===== config.mk =====
export PLATFORM = sky130hd
export DESIGN_NAME = rotary_quad_counter
export DESIGN_NICKNAME = d
export VERILOG_FILES = /design/src/rtl/rotary_quad_counter.sv
export SDC_FILE = /design/constraint.sdc
export NUM_CORES = 1
export LEC_CHECK = 0
export ABC_AREA = 1
export ABC_CLOCK_PERIOD_IN_PS = 6800
export CAP_MARGIN = 40
export CELL_PAD_IN_SITES_DETAIL_PLACEMENT = 0
export CELL_PAD_IN_SITES_GLOBAL_PLACEMENT = 1
export CORE_MARGIN = 3
export CORE_UTILIZATION = 43
export CTS_CLUSTER_DIAMETER = 150
export CTS_CLUSTER_SIZE = 12
export DETAILED_ROUTE_END_ITERATION = 6
export GPL_ROUTABILITY_DRIVEN = 0
export PLACE_DENSITY = 0.88
export SKIP_CTS_REPAIR_TIMING = 1
export SLEW_MARGIN = 20
export SYNTH_ARGS = -nofsm -noshare
export SYNTH_HDL_FRONTEND = slang
export SYNTH_SLANG_ARGS = --single-unit

===== constraint.sdc =====
create_clock -name sys_clk -period 6.8 [get_ports sys_clk]
set_input_delay 2.04 -clock sys_clk [delete_from_list [all_inputs] [get_ports sys_clk]]
set_output_delay 2.04 -clock sys_clk [all_outputs]
set_load 0.05 [all_outputs]

===== src/rtl/rotary_quad_counter.sv =====
// Quadrature rotary encoder front end: synchronise, debounce and decode A/B, group
// transitions into detent steps and apply them to a bounded saturating/wrapping position.
module rotary_quad_counter #(
    parameter int unsigned     WIDTH         = 32,
    parameter int unsigned     FILTER_CYCLES = 1000,
    parameter int unsigned     FILTER_W      = 16,
    parameter int unsigned     DETENT_STEPS  = 4,
    parameter logic [WIDTH-1:0] RESET_VALUE  = '0
) (
    input  logic             sys_clk,
    input  logic             sys_rst,
    input  logic             A,
    input  logic             B,
    input  logic [WIDTH-1:0] bound_lower,
    input  logic [WIDTH-1:0] bound_upper,
    input  logic             wrap,
    input  logic             load,
    input  logic [WIDTH-1:0] load_value,
    output logic [WIDTH-1:0] data,
    output logic             step_up,
    output logic             step_down,
    output logic             quad_err
);

    localparam int unsigned ACC_W = 4;
    localparam logic [FILTER_W-1:0]   FILT_LAST = FILTER_W'(FILTER_CYCLES - 1);
    localparam logic signed [ACC_W-1:0] ACC_POS = ACC_W'(DETENT_STEPS);
    localparam logic signed [ACC_W-1:0] ACC_NEG = -ACC_POS;

    // Index 0..3 of {A,B} along the up sequence 11->10->00->01.
    function automatic logic [1:0] gray_idx(input logic [1:0] ab);
        case (ab)
            2'b11:   return 2'd0;
            2'b10:   return 2'd1;
            2'b00:   return 2'd2;
            default: return 2'd3;
        endcase
    endfunction

    logic [1:0]          s1_q, s2_q;
    logic [1:0]          filt_q, filt_d;
    logic [FILTER_W-1:0] cnt_q [2];
    logic [FILTER_W-1:0] cnt_d [2];
    logic [1:0]          prev_q, prev_d;
    logic signed [ACC_W-1:0] acc_q, acc_d, acc_step;
    logic                req_up_q, req_up_d, req_dn_q, req_dn_d, err_q, err_d;
    logic [WIDTH-1:0]    data_q, data_d;
    logic                up_q, up_d, dn_q, dn_d;

    always_ff @(posedge sys_clk or posedge sys_rst) begin
        if (sys_rst) begin
            s1_q <= 2'b11;
            s2_q <= 2'b11;
        end else begin
            s1_q <= {A, B};
            s2_q <= s1_q;
        end
    end

    // Per-input debounce: a level must disagree for FILTER_CYCLES consecutive cycles.
    always_comb begin
        filt_d = filt_q;
        for (int i = 0; i < 2; i++) begin
            cnt_d[i] = '0;
            if (s2_q[i] != filt_q[i]) begin
                if (cnt_q[i] == FILT_LAST) begin
                    filt_d[i] = s2_q[i];
                end else begin
                    cnt_d[i] = cnt_q[i] + FILTER_W'(1);
                end
            end
        end
    end

    always_comb begin
        prev_d   = filt_q;
        acc_d    = acc_q;
        acc_step = acc_q;
        req_up_d = 1'b0;
        req_dn_d = 1'b0;
        err_d    = 1'b0;
        if ((filt_q ^ prev_q) == 2'b11) begin
            err_d = 1'b1;
        end else if (filt_q != prev_q) begin
            if (gray_idx(filt_q) == gray_idx(prev_q) + 2'd1) begin
                acc_step = acc_q + ACC_W'(1);
            end else begin
                acc_step = acc_q - ACC_W'(1);
            end
            if (acc_step == ACC_POS) begin
                req_up_d = 1'b1;
                acc_d    = '0;
            end else if (acc_step == ACC_NEG) begin
                req_dn_d = 1'b1;
                acc_d    = '0;
            end else if (DETENT_STEPS == 4 && filt_q == 2'b11) begin
                // Back at the mechanical detent without a full cycle: resynchronise.
                acc_d = '0;
            end else begin
                acc_d = acc_step;
            end
        end
    end

    always_comb begin
        data_d = data_q;
        up_d   = 1'b0;
        dn_d   = 1'b0;
        if (load) begin
            data_d = load_value;
        end else if ((req_up_q || req_dn_q) && (bound_lower <= bound_upper)) begin
            up_d = req_up_q;
            dn_d = req_dn_q;
            if (data_q < bound_lower) begin
                data_d = bound_lower;
            end else if (data_q > bound_upper) begin
                data_d = bound_upper;
            end else if (req_up_q) begin
                if (data_q < bound_upper) begin
                    data_d = data_q + WIDTH'(1);
                end else if (wrap) begin
                    data_d = bound_lower;
                end
            end else begin
                if (data_q > bound_lower) begin
                    data_d = data_q - WIDTH'(1);
                end else if (wrap) begin
                    data_d = bound_upper;
                end
            end
        end
    end

    always_ff @(posedge sys_clk or posedge sys_rst) begin
        if (sys_rst) begin
            filt_q   <= 2'b11;
            cnt_q[0] <= '0;
            cnt_q[1] <= '0;
            prev_q   <= 2'b11;
            acc_q    <= '0;
            req_up_q <= 1'b0;
            req_dn_q <= 1'b0;
            err_q    <= 1'b0;
            data_q   <= RESET_VALUE;
            up_q     <= 1'b0;
            dn_q     <= 1'b0;
        end else begin
            filt_q   <= filt_d;
            cnt_q[0] <= cnt_d[0];
            cnt_q[1] <= cnt_d[1];
            prev_q   <= prev_d;
            acc_q    <= acc_d;
            req_up_q <= req_up_d;
            req_dn_q <= req_dn_d;
            err_q    <= err_d;
            data_q   <= data_d;
            up_q     <= up_d;
            dn_q     <= dn_d;
        end
    end

    assign data      = data_q;
    assign step_up   = up_q;
    assign step_down = dn_q;
    assign quad_err  = err_q;

endmodule


# Word level (Yosys, flattened, before mapping)
# Index checks and enable logic that the tools add are counted.
word_totals:
  reg_bits: 81
  in_bits: 102
  out_inout_bits: 35
  word_cells: 89
classes:
  add_sub_neg: 7
  order_cmp: 5
  eq_ne: 14
  n_mux: 37
  bitwise: 2
  n_reduce_logical: 10
op_table:
  columns: ["op", "count"]
  rows:
  - ["32-bit 2-to-1 mux", 9]
  - ["32-bit greater-than comparator", 2]
  - ["32-bit less-than comparator", 2]
  - ["16-bit 2-to-1 mux", 4]
  - ["16-bit by 1-bit adder with 16-bit output (second input constant)", 2]
  - ["32-bit by 1-bit adder with 32-bit output (second input constant)", 1]
  - ["16-bit by 10-bit equality test with 1-bit output (second input constant)", 2]
  - ["32-bit less-or-equal comparator", 1]
  - ["32-bit by 1-bit subtractor with 32-bit output (second input constant)", 1]
  - ["4-bit 2-to-1 mux", 6]
  - ["1-bit 2-to-1 mux", 12]
  - ["2-bit one-hot mux with 3 select lines", 2]
  - ["2-bit equality test (second input constant)", 5]
  - ["2-bit 2-to-1 mux", 4]
  - ["6-bit by 3-bit != test with 1-bit output (second input constant)", 1]
  - ["2-bit AND reduction", 3]
  - ["6-bit nonzero test", 1]
  - ["4-bit by 2-bit adder with 4-bit output (second input constant)", 1]
  - ["4-bit by 3-bit equality test with 1-bit output (second input constant)", 1]
  - ["4-bit equality test (second input constant)", 1]
  - ["2-bit zero test", 2]
  - ["4-bit by 2-bit subtractor with 4-bit output (second input constant)", 1]
  - ["3-bit AND reduction", 1]
  - ["2-bit by 1-bit adder with 2-bit output (second input constant)", 1]
  - ["8 further kinds", 9]

# Depth between registers and ports, before layout
# Gate-level depths: netlist of run 1.
depth:
  ltp_word: 14
  mapped_depth: 23
  depth_no_buf: 22

# Least setup slack after synthesis of run 1
# OpenSTA, ideal clock, no wires.
synth_timing:
  kind: "input port to flip-flop"
  start: "in bound_upper[27]"
  end: "reg data_q[6], in the netlist data[6]"
  setup_time_ns: 0.117
  t_arrival_ns: 3.745
  t_required_ns: 6.683
  slack_ns: 2.938
  cell_stages: 15
  n_path_buf: 1
  path_cell_list: "inv_1 -> ha_1 -> a21oi_1 -> o21ai_1 -> nand2_1 -> nand2_1 -> a21oi_4 -> nand2_4 -> buf_6 -> nand2_4 -> nand2_2 -> a21oi_1 -> nand3_1 -> nand2_1 -> nand2_1"
synth_between:
  elab_chain_len: 7
  word_cells_on_any_way: 14
  cone_classes: "order compare (3); eq/ne (1); mux (6); reduce/logical (4)"
synth_lines:
  columns: ["element", "line_no", "rtl"]
  rows:
  - ["from (decl)", "15", "input logic [WIDTH-1:0] bound_upper,"]
  - ["32-bit less-than comparator", "119", "if (data_q < bound_upper) begin"]
  - ["32-bit 2-to-1 mux", "119", null]
  - ["32-bit 2-to-1 mux", "118", "end else if (req_up_q) begin"]
  - ["32-bit 2-to-1 mux", "116", "end else if (data_q > bound_upper) begin"]
  - ["32-bit 2-to-1 mux", "114", "if (data_q < bound_lower) begin"]
  - ["32-bit 2-to-1 mux", "111", "end else if ((req_up_q || req_dn_q) && (bound_lower <= bound_upper)) begin"]
  - ["32-bit 2-to-1 mux", "109", "if (load) begin"]
  - ["to (signal assigned)", "156", "data_q <= data_d;"]
  - ["to (decl)", "47", "logic [WIDTH-1:0] data_q, data_d;"]
# Several ways; a longest one is shown, not always the timed one. The select of a mux whose other input is x is not followed.
# A chain may end at the register's enable or synchronous reset.

# Worst setup path in the final report of run 1
layout_timing:
  start: "in bound_upper[31]"
  end: "reg data_q[20], in the netlist data[20]"
# Same word-level chain as after synthesis.

==> impl_metrics.csv, run 1 <==
group,metric,value,unit
global_route,grt_overflow_total,0,
setup_path,path_class,"in -> reg",
global_route,track_usage,0.271,
logic_synthesis,synth_enable_flop_cells,0,
cts,clock_latency,370,ps
setup_path,worst_setup_path_start_kind,"input port",
drt,vias,10411,
cts,cts_max_path_buffers,2,
die,fp.dieW,155,um
drt,drtIter0Drc,928,
min_path,holdCritPathClass,"reg -> reg",
cts,cts_sinks,81,
cells_and_area,final_common_cell,"nand2_1",
die,start_util,0.446,
power,power_leakage,5.57,nW
cells_and_area,nFillCells,2220,
die,io_pins,137,
min_path,min_to,"s2_q[0]",
logic_synthesis,seq_area_frac_synth,0.213,
cells_and_area,postLayoutCoreUtil,0.530,
die,die_area,0.0240,mm^2
timing,slew_headroom,0.473,
setup_path,path_common_cell,"nand2_1",
cells_and_area,ff_latch_area,0.00204,mm^2
setup_path,cp-end-kind,"flip-flop",
die,die_y,155,um
logic_synthesis,yosysTopAreaCellShare,0.191,
cts,clk_pin_slew,70,ps
setup_path,crit_path_max_fanout,26,
place,io_buffer_count,136,
drt,drtPass1Iterations,6,
setup_path,path_cells,"clkdlybuf4s50_1 > inv_1 > ha_1 > nand2_1 > nor2_1 > nand3_1 > nor4_2 > nand4_1 > nand2_1 > nand2_1 > nand2_1 > nand3_2 > buf_4 > nand2_1 > o21ai_0 > nor2_1",
timing,finalHoldViolations,0,
logic_synthesis,synth-warning-count,0,
timing,fin_crit,5320,ps
timing,min_period_over_period,0.782,
drt,wl_met2,14900,um
place,dp_slack,1180,ps
setup_path,max_stage_delay,500,ps
cells_and_area,fin_area,0.0114,mm^2
cells_and_area,fin_nets,1818,
timing,fmax,0.188,GHz
drt,drtAntennaViolNets,0,
timing,layout_setup_ws,1480,ps
power,switching_share,0.478,
setup_path,r2r_slack,3280,ps
place,placed_area,0.0111,mm^2
cells_and_area,drive_gt1_frac,0.0491,
setup_path,worstPathRequired,7090,ps
cells_and_area,layout_common_cells,"365 x nand2_1, 198 x inv_1, 195 x nor2_1",
timing,finalClockSkew,18.4,ps
min_path,whs_path_depth,0,
drt,m1WireLength,14900,um
cells_and_area,antennaDiodeCount,0,
die,rows,53,
timing,finalMaxSlewViolations,0,
cts,cts_root_buffer,"clkbuf_16",
timing,whs,358,ps
timing,worstMarginPinSlew,784,ps
cts,cts_max_level,3,
power,power_per_cell_area,193,mW/mm^2
drt,wl_met3,2970,um
drt,drc,0,
cts,cts_tree,"yes",
setup_path,r2r_start,"data[19]",
logic_synthesis,async_flop_share,1.00,
power,ir_drop,0.160,mV
logic_synthesis,synth-main-ff-cell,"dfrtp_1",
cts,cts_made_buffers,9,
drt,top_layer,"met4",
timing,setup_violations,0,
die,core_area,0.0214,mm^2
drt,wl,33700,um
drt,wl_per_cell,17.9,um
cells_and_area,multi_input_area,0.00647,mm^2
power,seqPwrFrac,0.290,
drt,post_drt_via_cell_ratio,5.52,
logic_synthesis,synth_area,0.00955,mm^2
logic_synthesis,avgSynthCellArea,6.38,um^2
power,intPower,1.14,mW
power,power.share.clock,0.232,
global_route,grt_max_degree,44,
status,status,"finished clean",
logic_synthesis,synth_cell_types,52,
timing,rsz0062_at_grt,"false",
setup_path,cp.arrival,5610,ps
logic_synthesis,synth_nets,1710,
setup_path,worstSetupStartpoint,"bound_upper[31]",
logic_synthesis,yosys.area.top_type,"dfrtp_1",
logic_synthesis,ys_ff_latch,81,
power,switchingPower,1.05,mW
logic_synthesis,synth.area.top_cells,"dfrtp_1 19%, ha_1 14%, nand2_1 14%",
global_route,grt_pass1_wl,52200,um
flow_run,maxCapViolations,0,
setup_path,rr_worst_depth,14,
cells_and_area,area_growth,18.8,%
logic_synthesis,netlist_instances,1497,
place,dp_hpwl,26400,um
global_route,grt_pass1_vias,9613,
setup_path,slowest_stage,"nor4_2",
setup_path,r2r_end,"data[20]",
power,combPwrFrac,0.479,
min_path,hp-start,"s1_q[0]",
global_route,antenna_found_initial,0,
timing,fin_setup_tns,0,ps
[worst max-delay path, delay by kind of cell]
| kind | cells | cell delay [ps] |
|---|---|---|
| AND/OR/NAND/NOR | 11 | 2250 |
| buffers and inverters | 3 | 940 |
| adder cells (fa/ha/maj) | 1 | 290 |
| AO/OA/AOI/OAI | 1 | 80 |
[synthesized netlist by cell type (6+ instances only)]
master / number
buf_2: 16
nand4_1: 50
dfrtp_1: 73
nor4_1: 7
xnor2_1: 7
nor2_1: 195
buf_6: 8
o21ai_1: 9
dfstp_2: 8
nand2_2: 10
nor2_2: 8
o21ai_0: 59
a21oi_1: 96
nor3_1: 32
ha_1: 110
a22oi_1: 6
nand3_1: 105
inv_1: 199
xor2_1: 44
o21a_1: 9
clkbuf_1: 20
nand2_1: 365
[power groups by stage]
stage | sequential (mW) | combinational, mW | clock (mW)
after global routing | 0.640 | 1.15 | 0.532
after detailed placement | 0.638 | 1.03 | 0
after global placement | 0.640 | 1.02 | 0
after CTS | 0.629 | 1.04 | 0.516
after floorplan | 0.677 | 0.652 | 0
final | 0.635 | 1.05 | 0.508
[kinds of logic (layout without fill, tap and decap cells)]
family / Yosys count / after routing / synth area share
muxes: 1 / 1 / 0.00118
xor gates and xnor gates: 51 / 51 / 0.0468
buffers and inverters: 252 / 365 / 0.109
adders and majority gates: 111 / 111 / 0.146
and+or+nand+nor: 802 / 802 / 0.368
DFF: 81 / 81 / 0.213
AOI/OAI and AO/OA: 199 / 199 / 0.115
[state kept, by name (all words and copies together) (netlist names)]
name and cells:
prev_q 2, step_down 1, step_up 1, s1_q 2, filt_q 2, cnt_q 32, req_dn_q 1, quad_err 1
acc_q 4, req_up_q 1, s2_q 2, data 32
[worst max path at each step]
stage,slack (ps),end,cells past startpoint
6_report,1480,data[20],16
5_1_grt,1380,data[17],16
4_1_cts,1540,data[15],15
3_5_place_dp,1180,data[15],15
3_3_place_gp,1310,data[20],16
2_1_floorplan,2690,acc_q[0],1
[final cells by class]
type                       count  area share
multi-input combinational   1164       0.570
timing repair buffer         146       0.127
sequential                    81       0.179
clock inverter                 6     0.00507
tap                          275      0.0303
inverter                     203      0.0672
clock buffer                  10      0.0211
[metal layers]
layer	vias up	GRT usage
li1	5098	-
met1	4762	0.385
met2	494	0.425
met3	57	0.0431
met4	0	0.0820
met5	-	0
[stage by stage]
stage	power (mW)	std cells
floorplan	1.33	1497
global placement	1.66	1869
detailed placement	1.67	1869
CTS	2.18	1885
global route	2.33	1885
finish	2.19	1885
No activity file was read; power rests on OpenSTA's default activity.
==> run 2: changes to the inputs <==
--- a/config.mk
+++ b/config.mk
@@ -6,17 +6,17 @@
 export NUM_CORES = 1
 export LEC_CHECK = 0
 export ABC_AREA = 1
-export ABC_CLOCK_PERIOD_IN_PS = 6800
+export ABC_CLOCK_PERIOD_IN_PS = 5550
 export CAP_MARGIN = 40
 export CELL_PAD_IN_SITES_DETAIL_PLACEMENT = 0
 export CELL_PAD_IN_SITES_GLOBAL_PLACEMENT = 1
 export CORE_MARGIN = 3
-export CORE_UTILIZATION = 43
+export CORE_UTILIZATION = 40
 export CTS_CLUSTER_DIAMETER = 150
 export CTS_CLUSTER_SIZE = 12
 export DETAILED_ROUTE_END_ITERATION = 6
 export GPL_ROUTABILITY_DRIVEN = 0
-export PLACE_DENSITY = 0.88
+export PLACE_DENSITY = 0.83
 export SKIP_CTS_REPAIR_TIMING = 1
 export SLEW_MARGIN = 20
 export SYNTH_ARGS = -nofsm -noshare
==> constraint.sdc (replaced) <==
create_clock -name sys_clk -period 5.55 [get_ports sys_clk]
set_input_delay 1.665 -clock sys_clk [delete_from_list [all_inputs] [get_ports sys_clk]]
set_output_delay 1.665 -clock sys_clk [all_outputs]
set_load 0.05 [all_outputs]
==> run 2 against run 1 <==
  * Sequential share of layout area fell by 0.13 points
  * Largest cell class unchanged
  * Non-clock buffer count rose by 2
  * Critical path depth rose by 1
  * Flip-flop and latch count did not move
  * Clock power rose by 30%
  * Total power rose by 24%
  * Clock skew fell by 6.6 ps
  * Register-to-register slack got worse by 1400 ps
  * Clock-buffer cell count fell by 1
  * Via count fell by 1.5%
  * Utilization fell by 3.4 points
==> impl_metrics.csv, run 2 (synthesized netlist as in run 1, its figures left out) <==
group,metric,value,unit
power,ir_drop,0.171,mV
setup_path,cp.arrival,5050,ps
power,power_leakage,5.59,nW
timing,setup_violations,0,
timing,rsz0062_at_grt,"false",
place,dp_hpwl,26700,um
cts,cts_max_level,3,
timing,fin_setup_tns,0,ps
global_route,grt_pass1_wl,53400,um
die,rows,55,
drt,wl,33800,um
setup_path,worstPathRequired,5800,ps
global_route,grt_pass1_vias,9856,
setup_path,path_common_cell,"nand2_1",
die,die_area,0.0258,mm^2
status,status,"finished clean",
cells_and_area,fin_nets,1820,
drt,post_drt_via_cell_ratio,5.33,
cts,clock_latency,360,ps
cells_and_area,layout_common_cells,"365 x nand2_1, 198 x inv_1, 195 x nor2_1",
timing,min_period_over_period,0.866,
global_route,grt_max_degree,45,
setup_path,max_stage_delay,540,ps
power,power_per_cell_area,238,mW/mm^2
cells_and_area,antennaDiodeCount,0,
die,start_util,0.414,
drt,wl_per_cell,17.6,um
die,io_pins,137,
cts,cts_root_buffer,"clkbuf_16",
place,io_buffer_count,136,
drt,drtAntennaViolNets,0,
drt,drtIter0Drc,817,
drt,vias,10256,
die,fp.dieW,161,um
timing,finalClockSkew,11.7,ps
cts,clk_pin_slew,70,ps
timing,finalMaxSlewViolations,0,
global_route,grt_overflow_total,0,
flow_run,maxCapViolations,0,
die,die_y,161,um
cells_and_area,postLayoutCoreUtil,0.496,
setup_path,cp-end-kind,"flip-flop",
timing,finalHoldViolations,0,
timing,worstMarginPinSlew,702,ps
setup_path,worst_setup_path_start_kind,"input port",
setup_path,path_cells,"clkdlybuf4s50_1 > inv_1 > ha_1 > nand2_1 > nor2_1 > nand3_1 > nor4_2 > nand4_1 > nand2_1 > nand2_1 > nand2_1 > nand3_2 > buf_4 > nor2_1 > nand2_1 > nand2_1 > inv_1",
setup_path,slowest_stage,"nor4_2",
cells_and_area,final_common_cell,"nand2_1",
cts,cts_made_buffers,9,
cells_and_area,area_growth,19.7,%
timing,slew_headroom,0.531,
min_path,holdCritPathClass,"reg -> reg",
drt,drtPass1Iterations,5,
cts,cts_tree,"yes",
cells_and_area,nFillCells,2424,
global_route,antenna_found_initial,0,
cells_and_area,drive_gt1_frac,0.0502,
setup_path,path_class,"in -> reg",
cts,cts_sinks,81,
setup_path,crit_path_max_fanout,15,
cells_and_area,multi_input_area,0.00647,mm^2
drt,drc,0,
timing,fmax,0.208,GHz
cts,cts_max_path_buffers,2,
cells_and_area,ff_latch_area,0.00204,mm^2
global_route,track_usage,0.257,
timing,fin_crit,4800,ps
die,core_area,0.0231,mm^2
run 2: cell types whose count changed in the layout (fill, tap and decap cells not counted), sizes merged:
cell	change
buf	+2
bufinv	+1
clkbuf	-1
clkinv	-1
inv	+1
run 2: path summary, 6_finish.rpt:
path,from,to,slack (ps),cells past startpoint
worst max-delay path,bound_upper[31],data[27],750,17
worst min-delay path,s1_q[0],s2_q[0],350,0
worst max register to register,data[19],data[9],1920,16
worst min register to register,s1_q[0],s2_q[0],350,0
max in group asynchronous,sys_rst,data[8],2790,3
min in group asynchronous,sys_rst,cnt_q[11],1710,2
run 2: metrics by stage:
stage          worst slack, ps  cell area [um^2]  instances  hold slack [ps]  power, mW
2_1_floorplan             1820              9550       1497              345       1.63
3_3_place_gp               417             11100       1909              346       2.05
3_5_place_dp               405             11100       1909              350       2.05
4_1_cts                    752             11400       1925              355       2.72
5_1_grt                    507             11400       1925              357       2.90
6_report                   745             11400       1925              352       2.72
run 2: critical path: cells and delay by family:
family / cells / cell delay [ps]
adder cells (fa/ha/maj): 1 / 290
AND/OR/NAND/NOR: 12 / 2160
buffers and inverters: 4 / 910
run 2: power breakdown:
group	internal (mW)	switching [mW]	total, mW	leakage [nW]
clock network	0.363	0.295	0.658	0.156
registers	0.631	0.150	0.782	1.03
logic	0.444	0.836	1.28	4.40
total	1.44	1.28	2.72	5.59
run 2: routing by layer:
metal,up-vias,GRT usage,share of wire
met5,-,0,0
met4,0,0.0679,0.022
met3,41,0.0397,0.072
met2,386,0.407,0.44
met1,4722,0.366,0.47
li1,5107,-,-
run 2: cell type report:
cell class                      count  share of cell area
Inverter                          203              0.0667
Tap cell                          313              0.0342
Timing Repair Buffer              148               0.127
Multi-Input combinational cell   1164               0.566
Clock buffer                        9              0.0197
Clock inverter                      7             0.00810
Sequential cell                    81               0.178
==> run 3: changes to the inputs <==
--- a/config.mk
+++ b/config.mk
@@ -13,7 +13,6 @@
 export CORE_MARGIN = 3
 export CORE_UTILIZATION = 40
 export CTS_CLUSTER_DIAMETER = 150
-export CTS_CLUSTER_SIZE = 12
 export DETAILED_ROUTE_END_ITERATION = 6
 export GPL_ROUTABILITY_DRIVEN = 0
 export PLACE_DENSITY = 0.83
==> results of run 3 <==
No change in the layout: final DEF, timing and power equal those of run 2.
